### src/rtl/wdt_multi_window.sv
// N-channel windowed watchdog timer. Channels share one prescaler and otherwise run independently;
// a channel times out on count expiry or on a kick that arrives while the count is above its window.
`timescale 1ns/1ps
module wdt_multi_window #(
    parameter int N_CH  = 2,
    parameter int CNT_W = 32,
    parameter int PRE_W = 8
) (
    input  logic                    clk2,
    input  logic                    rstn2,
    input  logic [N_CH-1:0]         wden,
    input  logic [N_CH-1:0]         wdlive,
    input  logic [N_CH*CNT_W-1:0]   wtocnt,
    input  logic [N_CH*CNT_W-1:0]   wwin,
    input  logic [PRE_W-1:0]        prescale,
    output logic [N_CH-1:0]         wto,
    output logic                    wto_any,
    output logic [N_CH-1:0]         wto_early
);

    localparam logic [1:0] ST_IDLE = 2'd0;
    localparam logic [1:0] ST_RUN  = 2'd1;
    localparam logic [1:0] ST_EXP  = 2'd2;

    logic [PRE_W-1:0]            pre_q, pre_d;
    logic                        tick_s;
    logic [N_CH-1:0][1:0]        state_q, state_d;
    logic [N_CH-1:0][CNT_W-1:0]  cnt_q, cnt_d;
    logic [N_CH-1:0]             early_q, early_d;
    logic [N_CH-1:0]             wto_q, wto_d;
    logic [N_CH-1:0]             wto_early_q, wto_early_d;
    logic                        wto_any_q, wto_any_d;

    // Shared prescaler: parked at zero while no channel is enabled.
    always_comb begin
        pre_d  = pre_q;
        tick_s = 1'b0;
        if (!(|wden)) begin
            pre_d = {PRE_W{1'b0}};
        end else if (pre_q == prescale) begin
            pre_d  = {PRE_W{1'b0}};
            tick_s = 1'b1;
        end else begin
            pre_d = pre_q + {{(PRE_W-1){1'b0}}, 1'b1};
        end
    end

    // Per-channel FSM; the zero check precedes the decrement so the counter never wraps.
    always_comb begin
        state_d = state_q;
        cnt_d   = cnt_q;
        early_d = early_q;
        for (int i = 0; i < N_CH; i++) begin
            case (state_q[i])
                ST_IDLE: begin
                    cnt_d[i]   = wtocnt[i*CNT_W +: CNT_W];
                    early_d[i] = 1'b0;
                    if (wden[i]) begin
                        state_d[i] = ST_RUN;
                    end else begin
                        state_d[i] = ST_IDLE;
                    end
                end
                ST_RUN: begin
                    if (!wden[i]) begin
                        state_d[i] = ST_IDLE;
                    end else if (wdlive[i] && (wwin[i*CNT_W +: CNT_W] != {CNT_W{1'b0}})
                                 && (cnt_q[i] > wwin[i*CNT_W +: CNT_W])) begin
                        state_d[i] = ST_EXP;
                        early_d[i] = 1'b1;
                    end else if (wdlive[i]) begin
                        cnt_d[i] = wtocnt[i*CNT_W +: CNT_W];
                    end else if (tick_s && (cnt_q[i] == {CNT_W{1'b0}})) begin
                        state_d[i] = ST_EXP;
                        early_d[i] = 1'b0;
                    end else if (tick_s) begin
                        cnt_d[i] = cnt_q[i] - {{(CNT_W-1){1'b0}}, 1'b1};
                    end else begin
                        cnt_d[i] = cnt_q[i];
                    end
                end
                ST_EXP: begin
                    if (!wden[i]) begin
                        state_d[i] = ST_IDLE;
                        early_d[i] = 1'b0;
                    end else begin
                        state_d[i] = ST_EXP;
                    end
                end
                default: begin
                    state_d[i] = ST_IDLE;
                    cnt_d[i]   = {CNT_W{1'b0}};
                    early_d[i] = 1'b0;
                end
            endcase
        end
    end

    // Output terms: timeout is only shown while the channel is still enabled.
    always_comb begin
        wto_d = {N_CH{1'b0}};
        for (int i = 0; i < N_CH; i++) begin
            wto_d[i] = (state_q[i] == ST_EXP) & wden[i];
        end
        wto_early_d = early_q & wto_d;
        wto_any_d   = |wto_d;
    end

    // State and output registers.
    always_ff @(posedge clk2 or negedge rstn2) begin
        if (!rstn2) begin
            pre_q       <= {PRE_W{1'b0}};
            state_q     <= {N_CH{ST_IDLE}};
            cnt_q       <= {(N_CH*CNT_W){1'b0}};
            early_q     <= {N_CH{1'b0}};
            wto_q       <= {N_CH{1'b0}};
            wto_early_q <= {N_CH{1'b0}};
            wto_any_q   <= 1'b0;
        end else begin
            pre_q       <= pre_d;
            state_q     <= state_d;
            cnt_q       <= cnt_d;
            early_q     <= early_d;
            wto_q       <= wto_d;
            wto_early_q <= wto_early_d;
            wto_any_q   <= wto_any_d;
        end
    end

    assign wto       = wto_q;
    assign wto_early = wto_early_q;
    assign wto_any   = wto_any_q;

endmodule

### config.mk
export PLATFORM = sky130hd
export DESIGN_NAME = wdt_multi_window
export DESIGN_NICKNAME = d
export VERILOG_FILES = /design/src/rtl/wdt_multi_window.sv
export SDC_FILE = /design/constraint.sdc
export NUM_CORES = 1
export LEC_CHECK = 0
export CORE_ASPECT_RATIO = 1.2
export CORE_MARGIN = 3
export CORE_UTILIZATION = 48
export CTS_CLUSTER_SIZE = 30
export DETAILED_ROUTE_END_ITERATION = 7
export PLACE_DENSITY_LB_ADDON = 0.1
export SLEW_MARGIN = 30
export SYNTH_ARGS = -nofsm -noshare
export SYNTH_HDL_FRONTEND = slang
export SYNTH_SLANG_ARGS = --single-unit
### constraint.sdc
create_clock -name clk2 -period 3 [get_ports clk2]
set_clock_uncertainty 0.2 [all_clocks]
set_input_delay 0.6 -clock clk2 [delete_from_list [all_inputs] [get_ports clk2]]
set_output_delay 0.6 -clock clk2 [all_outputs]
set_load 0.01 [all_outputs]
==> flow_summary.ini <==
[outcome]
outcome = complete, no violations

[flow_run]
maxCapViolations = 0

[global_routing]
grt-ovfl-total = 0
grt_pass1_wl_mm = 37.8
grtUsageTotal_pct = 27.7
first_global_vias = 7745
grt_antenna_before_repair = 0
grt_max_degree = 40

[synth]
ys_seq_elements = 83
synth_most_common_cell = nand2_1
synth.distinct_cells = 62
synthXorXnorAreaFrac_pct = 4.04
async_reset_ff_share_pct = 100
synth_flop_cell = dfrtp_1
synth_top_family_by_area = simple AND/OR/NAND/NOR gates
ys_warn_count = 0
yosys.area.top_type_share_pct = 28.2
synth_commonest_cells = nand2_1, dfrtp_1, ha_1, inv_1, nor2_1
yosys.area_share.simple_pct = 23.0
synthAdderAreaFrac_pct = 13.1
syn-num-nets = 1108
ys_top_cells_by_area = dfrtp_1, ha_1, nand2_1, inv_1, mux2i_1
netlist_area_mm2 = 0.00738
ys_seq_area_share_pct = 28.2
synth_edf_count = 0
syn-mean-instance-area_um2 = 8.30
syn_inst = 889
synth_largest_area_cell = dfrtp_1
muxShareOfSynthArea_pct = 6.56
synth_compound_area_share_pct = 18.8

[worst_setup_path]
crit_path_end_kind = flop
r2r_end = cnt_q[31]
cp_cell_sequence = clkdlybuf4s50_1 > inv_2 > ha_4 > nand2_2 > nor4_4 > buf_4 > o311a_1 > o21a_1 > o21a_4 > buf_12 > mux2_2
critPathMaxStageDelay_ps = 500
path_buf_inv = 4
arrival_ps = 2980
cp.depth = 11
r2r_cells = 11
reg2reg_slack_ps = 100
path_delay_family = buffers and inverters
crit_slowest_cell = clkdlybuf4s50_1
worstReg2RegStart = cnt_q[25]
start_kind = primary input
path_max_fanout = 8
required_ps = 3020
path_class = in2reg

[placement]
io_buffers = 146
gp_congestion = 0.938
dp_hpwl_mm = 17.9
placed_cells = 1298

[drt]
drt_iter0_drc = 387
vias = 7817
dr.pass1.iters = 5
wirelength_mm = 24.5
ant_nets = 0
vias_per_cell = 5.88
wl_per_cell_um = 18.4
drc = 0

[timing]
hold_violations = 0
worst_slew_pin_slew_ps = 806
timing.final.setup_violations = 0
drv_slew = 0
fin_setup_tns_ps = 0
relSlewSlack_pct = 46.2
period_minus_slack_ps = 2960
max_freq_mhz = 338
fin_crit_sh_pct = 98.7

[clock_tree]
cts_tree = done
hold_buffers = 0
cts_buffers = 9
htreeDepth = 3
worstSkewPairLatency_ps = 340
cts_num_sinks = 83
clockBufferDepth = 2
root_buffer = clkbuf_16
clkTransAtPathRegs_ps = 70

[floorplanning]
start_util_pct = 49.1
die_y_um = 142
die_w_um = 119
row_count = 49
die-area_mm2 = 0.0169
core-area_mm2 = 0.0150
io_pins = 147

[power_and_ir_drop]
leakage_nw = 4.86
power_density_mw_per_mm2 = 812
comb_power_share_pct = 57.5
netSwitchingPower_mw = 3.77
switching_share_pct = 42.7
ir_worst_vdd_uv = 416
p_seq_share_pct = 26.8
intPower_mw = 5.06
p_clk_share_pct = 15.8

[finish]
layout.cells.non_filler = 1329
fin_nets = 1339
final_util_pct = 72.4
drive_above_1_share_pct = 23.2
area_delta_synth_final_pct = 47.4
num_antenna_cells = 0

[min_path]
hold_class = in2async
-- flip-flops by register name, indices dropped and copies added, names as in the netlist --
| register | flops |
|---|---|
| pre_q | 8 |
| cnt_q | 64 |
| wto | 2 |
| wto_any | 1 |
| state_q | 4 |
| wto_early | 2 |
| early_q | 2 |
-- power groups by stage --
stage          clock network, mW  registers (mW)  logic [mW]
3_5_place_dp                   0            2.24        4.33
2_1_floorplan                  0            2.11        2.81
3_3_place_gp                   0            2.23        4.24
4_1_cts                     1.40            2.31        4.70
5_1_grt                     1.45            2.44        5.56
6_report                    1.39            2.37        5.08
-- area by class of cell --
type                       instances  area [um2]
clock buffer                       9         225
clock inverter                     7         139
tap                              204         255
inverter                          75         282
timing repair buffer             258        2400
fill                            1159        4150
sequential                        83        2080
multi-input combinational        693        5500
-- logic make-up (layout without fill, tap and decap cells) --
group	after synthesis	after routing
DFF	83	83
xor gates and xnor gates	34	34
buffers and inverters	113	349
muxes	46	46
adders and majority gates	77	77
AOI/OAI and AO/OA	205	205
and+or+nand+nor	331	331
-- routing by layer --
layer | GRT usage [%] | part of all wire (%) | wire length (um)
met3 | 3.67 | 5.0 | 1230
met1 | 31.7 | 39 | 9580
met2 | 50.0 | 51 | 12500
met4 | 14.3 | 4.9 | 1210
met5 | 0 | 0 | 0
-- placed cells by master, fill, tap and decap left out, types with 5 or more instances in the layout --
cell             count
a21oi_1             45
a22o_1              19
a22oi_1             10
a32oi_1              5
and3_1               6
buf_4              102
buf_6                5
clkbuf_16           10
clkdlybuf4s15_1      7
clkdlybuf4s50_1     91
dfrtp_1             83
dlygate4sd2_1       29
dlymetal6s2s_1      16
ha_1                40
ha_4                37
inv_1               41
inv_2               34
mux2_2              11
mux2i_1             26
nand2_1            100
nand2b_1             6
nand3_1             30
nand3b_1             5
nand4_1             27
nor2_1              60
nor2b_1              5
nor3_1              13
nor4_1              24
o211ai_1            35
o21ai_0             32
o21ai_1              5
o311ai_0             9
o31ai_1              7
or2_2                7
or3_1               11
or4_1                7
xnor2_1             21
xor2_1              13
-- worst max path at each step --
stage	end	slack, ps	start
floorplan	cnt_q[43]	2	wwin[46]
global placement	cnt_q[18]	-540	wwin[31]
detailed placement	cnt_q[41]	-610	wwin[39]
CTS	cnt_q[19]	0.2	wwin[17]
global route	cnt_q[18]	-30	prescale[0]
finish	cnt_q[49]	40	wwin[55]
-- timing repair --
action,in CTS,in global routing
endpoints found under the hold margin,0,0
cloned,1,1
endpoints found under the setup margin,69,70
resized for setup,119,73
pin swaps,50,31
setup buffers,8,7
-- stage by stage --
| stage | cell area (um2) | power, mW | hold WS (ps) | setup slack, ps |
|---|---|---|---|---|
| floorplan | 7380 | 4.92 | 104 | 1.84 |
| global placement | 9670 | 6.47 | 269 | -544 |
| detailed placement | 9670 | 6.57 | 282 | -607 |
| CTS | 10500 | 8.41 | 57.2 | 0.214 |
| global route | 10900 | 9.45 | 76.2 | -28.3 |
| finish | 10900 | 8.83 | 40.5 | 39.6 |
Note: power is estimated with default switching activity, not from simulation.
